$ cat config.mk
export PLATFORM = sky130hd
export DESIGN_NAME = floor_call_scheduler
export DESIGN_NICKNAME = d
export VERILOG_FILES = /design/src/rtl/floor_call_scheduler.sv
export SDC_FILE = /design/constraint.sdc
export NUM_CORES = 1
export LEC_CHECK = 0
export ABC_CLOCK_PERIOD_IN_PS = 6200
export BUFFER_PORTS_ARGS = -buffer_cell sky130_fd_sc_hd__clkbuf_2
export CORE_MARGIN = 2
export CORE_UTILIZATION = 40
export CTS_CLUSTER_DIAMETER = 150
export DETAILED_ROUTE_END_ITERATION = 8
export HOLD_SLACK_MARGIN = 0.02
export PLACE_DENSITY = 0.64
export REMOVE_ABC_BUFFERS = 1
export SLEW_MARGIN = 20
export SYNTH_ARGS = -nofsm -noshare
export SYNTH_HDL_FRONTEND = slang
export SYNTH_SLANG_ARGS = --single-unit
$ cat constraint.sdc
create_clock -name i_clk -period 6.2 [get_ports i_clk]
set_input_delay 1.55 -clock i_clk [delete_from_list [all_inputs] [get_ports i_clk]]
set_output_delay 1.55 -clock i_clk [all_outputs]
set_load 0.005 [all_outputs]
$ cat src/rtl/floor_call_scheduler.sv
// Single-car floor call scheduler for a 4-floor elevator: latches calls, sweeps up/down
// choosing the nearest pending floor in the travel direction, and times door dwell from a tick strobe.
module floor_call_scheduler #(
    parameter int DWELL_TICKS = 3
) (
    input  logic       i_clk,
    input  logic       i_rst_n,
    input  logic       i_tick,
    input  logic [3:0] i_call_btn,
    input  logic [3:0] i_present_floor,
    output logic [3:0] o_req_floor,
    output logic [3:0] o_pending,
    output logic       o_door_open,
    output logic       o_dir_up,
    output logic       o_busy
);

    typedef enum logic [1:0] {
        IDLE,
        MOVING,
        DOOR
    } state_t;

    localparam logic [3:0] DWELL_LOAD = 4'(DWELL_TICKS);

    state_t     r_state;
    state_t     w_state_nxt;
    logic [3:0] r_req_floor;
    logic [3:0] w_req_nxt;
    logic [3:0] r_pending;
    logic [3:0] w_pending_nxt;
    logic [3:0] r_dwell;
    logic [3:0] w_dwell_nxt;
    logic       r_door_open;
    logic       w_door_nxt;
    logic       r_dir_up;
    logic       w_dir_nxt;
    logic       r_busy;

    logic       w_valid;
    logic       w_here_call;
    logic [3:0] w_below_mask;
    logic [3:0] w_above_mask;
    logic [3:0] w_pend_above;
    logic [3:0] w_pend_below;
    logic [3:0] w_clr;

    function automatic logic [3:0] lowestBit(input logic [3:0] v);
        return v & (~v + 4'd1);
    endfunction

    function automatic logic [3:0] highestBit(input logic [3:0] v);
        logic [3:0] res;
        res = '0;
        for (int i = 0; i < 4; i++) begin
            if (v[i]) begin
                res    = '0;
                res[i] = 1'b1;
            end
        end
        return res;
    endfunction

    // Masks are only meaningful when the floor report is one-hot; otherwise nothing but pending moves.
    always_comb begin
        w_valid      = (i_present_floor != 4'd0) &&
                       ((i_present_floor & (i_present_floor - 4'd1)) == 4'd0);
        w_below_mask = i_present_floor - 4'd1;
        w_above_mask = ~(i_present_floor | w_below_mask);
        w_pend_above = r_pending & w_above_mask;
        w_pend_below = r_pending & w_below_mask;
        w_here_call  = w_valid && (|(i_call_btn & i_present_floor));

        w_state_nxt = r_state;
        w_req_nxt   = r_req_floor;
        w_dir_nxt   = r_dir_up;
        w_door_nxt  = r_door_open;
        w_dwell_nxt = r_dwell;
        w_clr       = 4'd0;

        if (w_valid) begin
            case (r_state)
                IDLE: begin
                    if (w_here_call || (|(r_pending & i_present_floor))) begin
                        w_state_nxt = DOOR;
                        w_clr       = i_present_floor;
                        w_dwell_nxt = DWELL_LOAD;
                        w_door_nxt  = 1'b1;
                        w_req_nxt   = i_present_floor;
                    end else if (|w_pend_above) begin
                        w_state_nxt = MOVING;
                        w_dir_nxt   = 1'b1;
                        w_req_nxt   = lowestBit(w_pend_above);
                    end else if (|w_pend_below) begin
                        w_state_nxt = MOVING;
                        w_dir_nxt   = 1'b0;
                        w_req_nxt   = highestBit(w_pend_below);
                    end else begin
                        w_req_nxt   = i_present_floor;
                    end
                end
                MOVING: begin
                    if ((i_present_floor == r_req_floor) || (|(r_pending & i_present_floor))) begin
                        w_state_nxt = DOOR;
                        w_clr       = i_present_floor;
                        w_dwell_nxt = DWELL_LOAD;
                        w_door_nxt  = 1'b1;
                        w_req_nxt   = i_present_floor;
                    end else if (r_dir_up && (|w_pend_above)) begin
                        w_req_nxt   = lowestBit(w_pend_above);
                    end else if (!r_dir_up && (|w_pend_below)) begin
                        w_req_nxt   = highestBit(w_pend_below);
                    end else if (|w_pend_above) begin
                        w_dir_nxt   = 1'b1;
                        w_req_nxt   = lowestBit(w_pend_above);
                    end else if (|w_pend_below) begin
                        w_dir_nxt   = 1'b0;
                        w_req_nxt   = highestBit(w_pend_below);
                    end else begin
                        w_state_nxt = IDLE;
                        w_req_nxt   = i_present_floor;
                    end
                end
                DOOR: begin
                    w_req_nxt = i_present_floor;
                    // A call at the open floor keeps the door open instead of queueing a revisit.
                    if (w_here_call) begin
                        w_clr       = i_present_floor;
                        w_dwell_nxt = DWELL_LOAD;
                    end else if (i_tick) begin
                        if (r_dwell <= 4'd1) begin
                            w_state_nxt = IDLE;
                            w_door_nxt  = 1'b0;
                            w_dwell_nxt = 4'd0;
                        end else begin
                            w_dwell_nxt = r_dwell - 4'd1;
                        end
                    end
                end
                default: begin
                    w_state_nxt = IDLE;
                end
            endcase
        end

        w_pending_nxt = (r_pending | i_call_btn) & ~w_clr;
    end

    always_ff @(posedge i_clk or negedge i_rst_n) begin
        if (!i_rst_n) begin
            r_state     <= IDLE;
            r_req_floor <= 4'b0001;
            r_pending   <= 4'd0;
            r_dwell     <= 4'd0;
            r_door_open <= 1'b0;
            r_dir_up    <= 1'b1;
            r_busy      <= 1'b0;
        end else begin
            r_state     <= w_state_nxt;
            r_req_floor <= w_req_nxt;
            r_pending   <= w_pending_nxt;
            r_dwell     <= w_dwell_nxt;
            r_door_open <= w_door_nxt;
            r_dir_up    <= w_dir_nxt;
            r_busy      <= (w_state_nxt != IDLE);
        end
    end

    assign o_req_floor = r_req_floor;
    assign o_pending   = r_pending;
    assign o_door_open = r_door_open;
    assign o_dir_up    = r_dir_up;
    assign o_busy      = r_busy;

endmodule
# Word level (Yosys, flattened, before mapping)
# Cells that the tools add are included.
# totals
regBits	17
out_inout_bits	11
wordCells	105
# op_classes
n_addsub	3
n_lt_le_gt_ge	1
n_eq_ne	13
n_mux	48
n_bitwise	12
reduce_logical	21
# ops
cell	count
2-to-1 mux 4 bit	18
case mux 4 bit (3 select lines)	3
bitwise AND 4 bit	7
2-to-1 mux 2 bit	12
!= test 2 bit (second input constant)	9
OR reduction 4 bit	4
2-to-1 mux 1 bit	12
inverter 4 bit	3
bitwise OR 4 bit	2
subtractor 4 x 1 -> 4 bit (second input constant)	2
AND reduction 7 bit	1
case mux 2 bit (3 select lines)	1
AND reduction 6 bit	1
AND reduction 5 bit	1
adder 4 x 1 -> 4 bit (second input constant)	1
equality test 4 bit	1
<= comparator 4 x 1 -> 1 bit (second input constant)	1
logical AND 1 bit	4
logical NOT 4 bit	1
nonzero test 2 bit	2
nonzero test 4 bit	1
!= test 3 bit (second input constant)	1
case mux 1 bit (3 select lines)	1
nonzero test 3 bit	1
other kinds (7)	8

# Depth between registers and ports, before layout
# Gate-level depths: netlist of run 1.
# logic_depth
depth_word	12
mapped_depth	12

# Worst setup path before layout of run 1
# Ideal clock, no wire load.
# synth_timing
path_type	input -> register
start	input port i_present_floor[0]
end	register r_busy (netlist: o_busy)
setup_time_ps	127
t_arrival_ps	3738
t_required_ps	6073
setup_slack_ps	2335
path_stages	11
path_buffers	2
path_cell_list	buf_2 > inv_1 > ha_1 > inv_1 > ha_1 > a22oi_1 > and3_1 > buf_2 > nand2_1 > a221o_1 > a311o_2
# synth_via
elab_chain_len	12
elab_cells_between_ends	33
# synth_rtl
element	line	text
start, declared	10	input logic [3:0] i_present_floor,
subtractor 4 x 1 -> 4 bit	67, 68	
bitwise OR 4 bit	69	w_above_mask = ~(i_present_floor | w_below_mask);
inverter 4 bit	69	
bitwise AND 4 bit	70	w_pend_above = r_pending & w_above_mask;
OR reduction 4 bit	90, 109, 113	
2-to-1 mux 2 bit	113	end else if (|w_pend_above) begin
2-to-1 mux 2 bit	111	end else if (!r_dir_up && (|w_pend_below)) begin
2-to-1 mux 2 bit	109	end else if (r_dir_up && (|w_pend_above)) begin
2-to-1 mux 2 bit	103	if ((i_present_floor == r_req_floor) || (|(r_pending & i_present_floor))) begin
case mux 2 bit (3 select lines)	82	case (r_state)
2-to-1 mux 2 bit (*)	81	if (w_valid) begin
nonzero test 2 bit (*)	165	r_busy <= (w_state_nxt != IDLE);
end signal, assigned	165	
end, declared	38	logic r_busy;
# Mark *: on every way between the ends. The rest lies on a longest branch, timed or not.
# A chain may end at the register's enable or synchronous reset.

# Final worst setup path of run 1
# layout_timing
start	input port i_present_floor[1]
end	register r_busy (netlist: o_busy)
# The elaborated chain is that of the path after synthesis.

==> summary.md, run 1 <==
| Metric | Value |
|---|---|
| Worst Skew | 0.00825 ns |
| Worst IR drop on VDD | 0.104 mV |
| Synth unique cells | 50 |
| Post-synthesis register bit count | 17 |
| Clk sinks | 17 |
| Family with the most delay on the worst path | compound AO/OA/AOI/OAI gates |
| Flop2flop setup slack | 3.89 ns |
| Switching share of power | between 40 and 50% |
| EDFF count, synth | 0 |
| Slew Limit Headroom | 58.2% |
| I/O Pins | 22 |
| Skew-Pair Late Insertion Delay | 0.26 ns |
| Final worst-path cycle share | roughly 65% |
| Port Buf Inserts | 21 |
| Die area | 0.00452 mm2 |
| Critical path type | input port to flip-flop |
| Area after DPL | ~0.0017 mm2 |
| CP Max Fanout | 11 |
| Reg power frac | 34.9% |
| First DRT Iteration DRCs | 92 |
| Sequential share of the synthesized area | 26.8% |
| Vias per cell | 5.97 |
| Crit path DAT | approximately 4.1 ns |
| FFs w/ async S/R, synth | 100% |
| Final hold vios | 0 |
| Syn Inst Count | 186 |
| Most frequent cells in the layout | clkbuf_2, dfrtp_1 |
| Max incr delay on CP | 0.44 ns |
| DRC errors left | 0 |
| Power per cell area | 308 mW/mm2 |
| Ys flop type | dfrtp_1 |
| Clk pin slew, worst setup/hold paths | 0.07 ns |
| Internal power | 312 uW |
| CP Cell Sequence | clkbuf_2 -> inv_1 -> ha_1 -> inv_1 -> ha_1 -> a22oi_1 -> and3_1 -> nand2_1 -> a221o_1 -> a311o_2 |
| GRT Residual Overflow | 0 |
| Yosys warns | 0 |
| DP HPWL | 3040 um |
| Fill cell count | 399 |
| DRT antenna net count | 0 |
| Cell area after layout | between 0.0015 and 0.002 mm2 |
| Initial Util | 42.7% |
| Inserted Clock Buffers | 3 |
| Comb pwr share | 49.6% |
| Resized cells post-CTS | 0 |
| Hold/Removal Path Class | flip-flop to flip-flop |
| Max cap viols | 0 |
| Pwr Total | 543 uW |
| Critical Path RT | 6.34 ns |
| CTS root buffer | clkbuf_8 |
| Crit end category | flip-flop |
| Die height | 67.2 um |
| Final WS setup | 2.19 ns |
| Most common cell after layout, fill and taps aside | clkbuf_2 |
| Inserted Diodes | 0 |
| Sw Pwr | between 200 and 250 uW |
| Min Tclk post-route | 4.01 ns |
| Post-Place Worst Slack | between 1.5 and 2 ns |
| WL per Instance | about 15 um |
| Nets | between 200 and 250 |
| Post-Route WL | 3880 um |
| Status | finished clean |
| Layout cells sized above 1 | 18.6% |
| Clock Tree Buf Depth | 2 |
| Fmax | 249 MHz |
| Sum of negative setup slack | 0 ns |
| Routability cong. | 0.926 |
| Non-Filler Instances | about 250 |
| Avg Cell Area, Syn | between 8 and 9 um2 |
| Placed Cells | 248 |
| Post-Route Utilization | between 40% and 50% |
| Post-CTS Setup Inserts | 0 |
| Core area | 0.00374 mm2 |
| Hold bufs inserted after CTS | 0 |
| Largest net degree at the start of global routing | 18 |
| First-pass GRT wire length | 6580 um |
| Initial antenna violation count | 0 |
| CTS tree | yes |
| CP max stage cell | and3_1 |
| Routed vias | 1505 |
| Hold slack final | between 0.5 and 0.6 ns |
| Crit path buf inv count | 3 |
| RSZ-0062 raised after global routing | false |
| Row count | 22 |
| DIE WIDTH | 67.2 um |
| Clk network pwr share | between 10% and 20% |
| H-tree levels | 1 |
| Synth-to-Final Area Change | 10.1% |
| Final Setup Violations | 0 |
| Mapped Area | 0.00160 mm2 |
| Worst setup SP type | input port |
| GRT Total Usage | between 10% and 20% |
| Vias in the first global route | 1397 |
| LEAKAGE | 0.743 nW |
| Worst-margin pin slew | between 0.6 and 0.7 ns |
| Max Slew Vio Count | 0 |
| DRT Pass-1 Iters | 4 |
-- state kept, by name, indices dropped and copies added (netlist names) --
| signal | count |
|---|---|
| o_pending | 4 |
| o_req_floor | 4 |
| r_dwell | 4 |
| r_state | 2 |
| o_busy | 1 |
| o_dir_up | 1 |
| o_door_open | 1 |
-- logic make-up (layout without fill, tap and decap cells) --
logic type,count (synthesis),after routing,synth area share [%]
XOR/XNOR,4,4,2.19
flip-flops,17,17,26.8
AND/OR/NAND/NOR,63,63,20.9
AO/OA/AOI/OAI,70,70,33.2
buffers and inverters,17,35,5.40
multiplexers,1,1,0.626
adder cells (fa/ha/maj),14,14,11.0
-- power groups by stage --
stage / Clock, mW / Sequential (mW) / Combinational, mW
2_1_floorplan: 0 / 0.184 / 0.187
3_3_place_gp: 0 / 0.192 / 0.266
3_5_place_dp: 0 / 0.191 / 0.267
4_1_cts: 0.0860 / 0.190 / 0.269
5_1_grt: 0.0922 / 0.195 / 0.304
6_report: 0.0846 / 0.189 / 0.269
-- worst paths after layout --
kind | start | end | depth (start not counted)
max | i_present_floor[1] | o_busy | 10
min reg2reg | r_dwell[2] | r_dwell[2] | 1
min | r_dwell[2] | r_dwell[2] | 1
min in group asynchronous | i_rst_n | r_dwell[2] | 1
max in group asynchronous | i_rst_n | o_req_floor[0] | 1
max reg2reg | o_pending[2] | o_busy | 5
-- cell usage after synthesis (3+ instances only) --
cell type   n  share of area, %
a22o_1      3               1.6
nor2_1     13               3.1
and3_1      5               2.0
a22oi_1     6               2.8
xor2_1      4               2.2
nand2_1    14               3.3
nand2b_1    4               1.6
dfrtp_1    15                23
ha_1       14                11
and2_1      3               1.2
buf_2       3              0.94
nor2b_1     3               1.2
nand3_1     5               1.6
a21oi_1    14               4.4
nor3_1      5               1.6
a211oi_1    5               2.3
o211ai_1    4               1.9
o21ai_0    14               4.4
inv_1      10               2.3
-- worst reg2reg max path, cell delays in order (launching register included) --
cell and delay [ns]:
dfrtp_1 0.47, a22oi_1 0.42, and3_1 0.44, nand2_1 0.15, a221o_1 0.33, a311o_2 0.38
-- routing by layer --
metal / track usage, % / vias up / wire [um]
met3: 2.33 / 11 / 93
met5: 0 / - / 0
li1: - / 740 / -
met2: 30.7 / 27 / 1820
met4: 7.40 / 0 / 66
met1: 25.8 / 727 / 1900
-- layout make-up --
type | instances | area (um2) | share of cell area (%)
clock buffers | 4 | 45.0 | 2.56
repair buffers | 21 | 105 | 5.97
flip-flops and latches | 17 | 428 | 24.3
multi-input cells | 152 | 1080 | 61.6
inverters | 10 | 37.5 | 2.13
well taps | 48 | 60.1 | 3.41
Power figures use the tool's default switching activity.
==> inputs of run 2 (changes only) <==
--- a/config.mk
+++ b/config.mk
@@ -5,7 +5,8 @@
 export SDC_FILE = /design/constraint.sdc
 export NUM_CORES = 1
 export LEC_CHECK = 0
-export ABC_CLOCK_PERIOD_IN_PS = 6200
+export ABC_AREA = 1
+export ABC_CLOCK_PERIOD_IN_PS = 4000
 export BUFFER_PORTS_ARGS = -buffer_cell sky130_fd_sc_hd__clkbuf_2
 export CORE_MARGIN = 2
 export CORE_UTILIZATION = 40
==> constraint.sdc (replaced) <==
create_clock -name i_clk -period 4 [get_ports i_clk]
set_input_delay 1 -clock i_clk [delete_from_list [all_inputs] [get_ports i_clk]]
set_output_delay 1 -clock i_clk [all_outputs]
set_load 0.005 [all_outputs]
==> run 2 against run 1 <==
Hold slack better by 0.011 ns. Count of clock-buffer cells in the layout is 1 lower. Critical path type unchanged. Design area is 12% higher. Cell count is 41% higher. Critical endpoint is now o_pending[0]. Flip-flop and latch count stayed put. Sequential power is 70% higher.
==> summary.md, run 2 <==
| Metric | Value |
|---|---|
| GRT Total Usage | 19.4% (+0.33 points) |
| Worst IR drop on VDD | 0.231 mV (+120%) |
| Clk sinks | 17 (unchanged) |
| Resized cells post-CTS | 0 (unchanged) |
| Max Slew Vio Count | 0 (unchanged) |
| Hold/Removal Path Class | flip-flop to flip-flop |
| Initial antenna violation count | 0 (unchanged) |
| Post-Route WL | 4540 um (+17%) |
| Nets | 329 (+43%) |
| Layout cells sized above 1 | 17.5% (-1.1 points) |
| Routed vias | 1786 (+19%) |
| First DRT Iteration DRCs | 166 (+80%) |
| Fmax | 354 MHz |
| Comb pwr share | 58.3% (+8.7 points) |
| Yosys warns | 0 (unchanged) |
| Final hold vios | 0 (unchanged) |
| Die area | 0.00499 mm2 (+10%) |
| Sum of negative setup slack | 0 ns (unchanged) |
| First-pass GRT wire length | 7810 um (+19%) |
| DIE WIDTH | 70.6 um (+5.1%) |
| Post-Place Worst Slack | 0.893 ns (-1.11 ns) |
| Power per cell area | 559 mW/mm2 (+81%) |
| Ranking of synthesized cells by area | dfrtp_1, nand2_1, ha_1, nor2_1, inv_1 |
| Final WS setup | 1.17 ns (-1.02 ns) |
| Vias in the first global route | 1664 (+19%) |
| Row count | 24 (+9.1%) |
| Post-synthesis register bit count | 17 (unchanged) |
| Final Setup Violations | 0 (unchanged) |
| Switching share of power | 49.6% (+7.0 points) |
| Most frequent cells in the layout | nand2_1, nor2_1, inv_1 |
| WL per Instance | 12.8 um (-17%) |
| Syn Inst Count | 281 (+51%) |
| Placed Cells | 351 (+42%) |
| EDFF count, synth | 0 (unchanged) |
| Internal power | 554 uW (+78%) |
| Initial Util | 41.1% (-1.7 points) |
| Most common library cells after synthesis | nand2_1, nor2_1, inv_1, a21oi_1, nand3_1 |
| CTS tree | yes |
| Critical path type | input port to flip-flop |
| Worst setup SP type | input port |
| Core area | 0.00432 mm2 (+16%) |
| DRT Pass-1 Iters | 5 (+1) |
| Sw Pwr | 546 uW (+140%) |
| Synth top area share | 21.1% (-2.3 points) |
| Non-Filler Instances | 355 (+41%) |
| Post-synth top area cell | dfrtp_1 |
| Synth-to-Final Area Change | 10.9% |
| Crit path DAT | 2.96 ns (-1.18 ns) |
| Fill cell count | 485 (+22%) |
| Critical Path RT | 4.14 ns (-2.20 ns) |
| Post-Route Utilization | 45.5% (-1.5 points) |
| CP startpoint | i_present_floor[0] |
| H-tree levels | 1 (unchanged) |
| RSZ-0062 raised after global routing | false |
| Worst Min Path Start | o_dir_up |
| Skew-Pair Late Insertion Delay | 0.26 ns (about the same) |
| Largest net degree at the start of global routing | 18 (unchanged) |
| FFs w/ async S/R, synth | 100% (unchanged) |
| I/O Pins | 22 (unchanged) |
| Most common cell after layout, fill and taps aside | nand2_1 |
| Routability cong. | 0.999 (+7.9%) |
| Synth unique cells | 29 (-42%) |
| Crit end category | flip-flop |
| Hold slack final | 0.519 ns (+0.0111 ns) |
| CP Max Fanout | 13 (+2) |
| Sequential share of the synthesized area | 24.1% (-2.7 points) |
| GRT Residual Overflow | 0 (unchanged) |
| Port Buf Inserts | 21 (unchanged) |
| Reg-to-Reg Start | o_pending[1] |
| Reg power frac | 29.2% (-5.7 points) |
| Ys flop type | dfrtp_1 |
| Inserted Diodes | 0 (unchanged) |
| Max cap viols | 0 (unchanged) |
| Inserted Clock Buffers | 3 (unchanged) |
| Hold bufs inserted after CTS | 0 (unchanged) |
| DP HPWL | 3570 um (+18%) |
| Avg Cell Area, Syn | 6.32 um2 (-27%) |
| Vias per cell | 5.03 (-16%) |
| Clk network pwr share | 12.4% (-3.2 points) |
| Count leader, synth | nand2_1 |
| Clk pin slew, worst setup/hold paths | 0.07 ns (about the same) |
| DRT antenna net count | 0 (unchanged) |
| Clock Tree Buf Depth | 2 (unchanged) |
| Area after DPL | 0.00192 mm2 (+12%) |
| Final worst-path cycle share | 70.7% |
| Worst Skew | 0.00213 ns (-0.00612 ns) |
| Slew Limit Headroom | 68.9% (+11 points) |
| Status | finished clean |
| Mapped Area | 0.00178 mm2 (+11%) |
| Pwr Total | 1.10 mW (+100%) |
| Post-CTS Setup Inserts | 0 (unchanged) |
| Worst-margin pin slew | 0.467 ns (-0.154 ns) |
| Min Tclk post-route | 2.83 ns |
| DRC errors left | 0 (unchanged) |
| Cell area after layout | 0.00197 mm2 (+12%) |
| CTS root buffer | clkbuf_8 |
| LEAKAGE | 1.10 nW (+48%) |
| Die height | 70.6 um (+5.1%) |
## run 2: power groups by stage
stage / logic, mW / registers, mW / clock network (mW)
floorplan: 0.474 / 0.309 / 0
global placement: 0.643 / 0.326 / 0
detailed placement: 0.637 / 0.324 / 0
CTS: 0.640 / 0.321 / 0.140
global route: 0.739 / 0.334 / 0.150
finish: 0.642 / 0.321 / 0.137
## run 2: cells by family after synthesis
| family | after synthesis | share of synthesized area [%] |
|---|---|---|
| AOI/OAI and AO/OA | 35 | 11.5 |
| DFF | 17 | 24.1 |
| xor gates and xnor gates | 2 | 0.987 |
| and+or+nand+nor | 168 | 43.3 |
| adders and majority gates | 14 | 9.87 |
| buffers and inverters | 45 | 10.2 |
## run 2: worst max-delay path: stages
cell	delay, ns
clkbuf_2	0.18
inv_2	0.18
ha_1	0.17
inv_1	0.05
ha_1	0.17
nor2_1	0.09
nand2_1	0.14
nor2_8	0.20
nand2_4	0.13
nand2_1	0.21
nand2_1	0.08
nand2_1	0.07
inv_1	0.05
o21ai_2	0.12
a21oi_1	0.11
## run 2: final timing paths
kind,to,slack (ns),cells after the start
max,o_pending[0],1.17,15
min,o_dir_up,0.52,2
max reg2reg,o_req_floor[2],2.14,11
min reg2reg,o_dir_up,0.52,2
max in group asynchronous,o_dir_up,2.98,1
min in group asynchronous,o_pending[0],0.67,1
## run 2: layout make-up
cell class	count	area, um2	share of cell area (%)
inverters	42	158	8.01
clock inverters	1	5.00	0.254
multi-input cells	219	1170	59.2
clock buffers	3	41.3	2.10
well taps	52	65.1	3.31
repair buffers	21	105	5.34
flip-flops and latches	17	428	21.7
## run 2: per-layer routing
layer	GRT usage [%]	part of all wire (%)	up-vias
met5	0	0	-
met1	28.8	49	794
met4	7.13	2.0	0
li1	-	-	921
met3	2.42	6.0	7
met2	28.7	43	64
==> inputs of run 3 (changes only) <==
--- a/config.mk
+++ b/config.mk
@@ -6,14 +6,14 @@
 export NUM_CORES = 1
 export LEC_CHECK = 0
 export ABC_AREA = 1
-export ABC_CLOCK_PERIOD_IN_PS = 4000
+export ABC_CLOCK_PERIOD_IN_PS = 2400
 export BUFFER_PORTS_ARGS = -buffer_cell sky130_fd_sc_hd__clkbuf_2
 export CORE_MARGIN = 2
 export CORE_UTILIZATION = 40
 export CTS_CLUSTER_DIAMETER = 150
 export DETAILED_ROUTE_END_ITERATION = 8
 export HOLD_SLACK_MARGIN = 0.02
-export PLACE_DENSITY = 0.64
+export PLACE_DENSITY = 0.66
 export REMOVE_ABC_BUFFERS = 1
 export SLEW_MARGIN = 20
 export SYNTH_ARGS = -nofsm -noshare
==> constraint.sdc (replaced) <==
create_clock -name i_clk -period 2.4 [get_ports i_clk]
set_input_delay 0.6 -clock i_clk [delete_from_list [all_inputs] [get_ports i_clk]]
set_output_delay 0.6 -clock i_clk [all_outputs]
set_load 0.005 [all_outputs]
==> run 3 against run 2 <==
Count of clock-buffer cells in the layout stayed put. Via count is 1.9% higher. Flip-flop and latch count unchanged. Highest routed layer unchanged. Register-to-register slack got worse by 1.5 ns. Clock power increased by 61%. Clock skew about the same.
==> summary.md, run 3 (synthesized netlist as in run 2, its figures left out) <==
| Metric | Value |
|---|---|
| Status | finished clean |
| First-pass GRT wire length | 7900 um (+1.2%) |
| Post-Route Utilization | 48.6% (+3.1 points) |
| LEAKAGE | 1.18 nW (+7.8%) |
| Most frequent cells in the layout | nand2_1, nor2_1, inv_1 |
| Worst-margin pin slew | 0.456 ns (-0.0111 ns) |
| Resized cells post-CTS | 0 (unchanged) |
| Post-CTS Setup Inserts | 0 (unchanged) |
| Core area | 0.00432 mm2 (unchanged) |
| H-tree levels | 1 (unchanged) |
| CP Max Fanout | 7 (-6) |
| Slew Limit Headroom | 69.6% (+0.74 points) |
| Port Buf Inserts | 21 (unchanged) |
| Nets | 347 (+5.5%) |
| DIE WIDTH | 70.6 um (unchanged) |
| Row count | 24 (unchanged) |
| DRT antenna net count | 0 (unchanged) |
| Clk sinks | 17 (unchanged) |
| Area occupied by multi-input gates | 0.00117 mm2 (unchanged) |
| Vias per cell | 4.88 (-3.0%) |
| Clk pin slew, worst setup/hold paths | 0.07 ns (about the same) |
| Crit path buf inv count | 3 (-1) |
| Clock Tree Buf Depth | 2 (unchanged) |
| Crit path DAT | 2.33 ns (-0.63 ns) |
| Min Tclk post-route | around 2.2 ns |
| Critical Path RT | 2.54 ns (-1.60 ns) |
| Hold bufs inserted after CTS | 0 (unchanged) |
| Worst IR drop on VDD | 0.469 mV (+100%) |
| Routed vias | 1820 (+1.9%) |
| DRT Pass-1 Iters | 4 (-1) |
| Max cap viols | 0 (unchanged) |
| Sum of negative setup slack | 0 ns (unchanged) |
| First DRT Iteration DRCs | 113 (-32%) |
| Initial Util | 41.1% (unchanged) |
| Layout cells sized above 1 | 22.1% (+4.6 points) |
| Synth-to-Final Area Change | 18.5% |
| Routability cong. | 0.992 (-0.72%) |
| Fmax | 458 MHz |
| Hold/Removal Path Class | input port to async pin |
| Vias in the first global route | 1717 (+3.2%) |
| Cell mode on critical path | nand2_1 |
| Skew-Pair Late Insertion Delay | 0.25 ns (about the same) |
| Inserted Diodes | 0 (unchanged) |
| DRC errors left | 0 (unchanged) |
| Hold slack final | 0.281 ns (-0.238 ns) |
| I/O Pins | 22 (unchanged) |
| Fill cell count | 470 (-3.1%) |
| Final Setup Violations | 0 (unchanged) |
| RSZ-0062 raised after global routing | false |
| Worst Skew | 0.00182 ns (-0.000315 ns) |
| CTS tree | yes |
| Final worst-path cycle share | about 91% |
| Max Slew Vio Count | 0 (unchanged) |
| Worst setup SP type | input port |
| Family with the most delay on the worst path | simple AND/OR/NAND/NOR gates |
| Power per cell area | 889 mW/mm2 (+59%) |
| Largest net degree at the start of global routing | 18 (unchanged) |
| Die area | 0.00499 mm2 (unchanged) |
| GRT Residual Overflow | 0 (unchanged) |
| Crit end category | flip-flop |
| FF/Latch Area | 428 um2 (unchanged) |
| Most common cell after layout, fill and taps aside | nand2_1 |
| Initial antenna violation count | 0 (unchanged) |
| GRT Total Usage | 19.5% (+0.15 points) |
| CP max stage cell | ha_1 |
| DP HPWL | 3670 um (+2.7%) |
| WL per Instance | 12.4 um (-3.1%) |
| CTS root buffer | clkbuf_8 |
| Die height | 70.6 um (unchanged) |
| Final hold vios | 0 (unchanged) |
| Post-Route WL | 4620 um (+1.8%) |
| Max incr delay on CP | 0.26 ns (+0.05 ns) |
| Critical path type | input port to flip-flop |
| Inserted Clock Buffers | 3 (unchanged) |
| CP Cell Sequence | clkbuf_2 -> inv_2 -> ha_1 -> inv_1 -> ha_1 -> nand2_1 -> nand2_1 -> nor2_4 -> a21oi_1 -> o21ai_0 -> nand3_1 -> a21oi_2 -> nand2_1 |
run 3: changes by cell type in the layout (fill, tap and decap cells not counted):
cell | before | now
buf_4 | 0 | 18
run 3: area by class of cell:
class | instances | share of cell area, %
multi-input cells | 219 | 55.4
flip-flops and latches | 17 | 20.3
repair buffers | 39 | 11.4
inverters | 42 | 7.50
well taps | 52 | 3.09
clock buffers | 3 | 1.96
clock inverters | 1 | 0.238
run 3: through the flow:
stage	std cells	instance area [um2]	setup WS, ns	total power, mW
after floorplan	278	1750	0.265	1.31
after global placement	369	2060	-0.00170	1.65
after detailed placement	369	2060	-0.0220	1.65
after CTS	373	2100	0.228	1.88
after global routing	373	2100	0.0235	2.07
final	373	2100	0.216	1.87
run 3: worst paths after layout:
check                                    from        endpoint  slack [ns]  cells after the start
min in group i_clk                o_door_open     o_door_open        0.50                      2
max                        i_present_floor[0]          o_busy        0.22                     13
min                                   i_rst_n    o_pending[0]        0.28                      1
max reg2reg                      o_pending[1]  o_req_floor[1]        0.69                      9
max in group asynchronous             i_rst_n        o_dir_up        1.77                      1
min reg2reg                       o_door_open     o_door_open        0.50                      2
run 3: metal layers:
layer | global-route usage [%] | part of all wire [%]
met1 | 28.6 | 50
met4 | 5.87 | 0.48
met2 | 29.4 | 44
met5 | 0 | 0
met3 | 3.42 | 5.8
run 3: power by group:
group / internal [mW] / switching [mW] / total, mW
Combinational: 0.439 / 0.680 / 1.12
Clock: 0.115 / 0.105 / 0.221
Sequential: 0.412 / 0.119 / 0.531
run 3: worst register-to-register path: stages (launching register included):
cell and delay [ns]:
dfrtp_1 0.47, nand2_1 0.18, nand3_1 0.18, buf_4 0.19, nor2_1 0.09, nand2_1 0.07
nand2_1 0.08, nand3_1 0.09, a21oi_1 0.16, a21boi_1 0.08
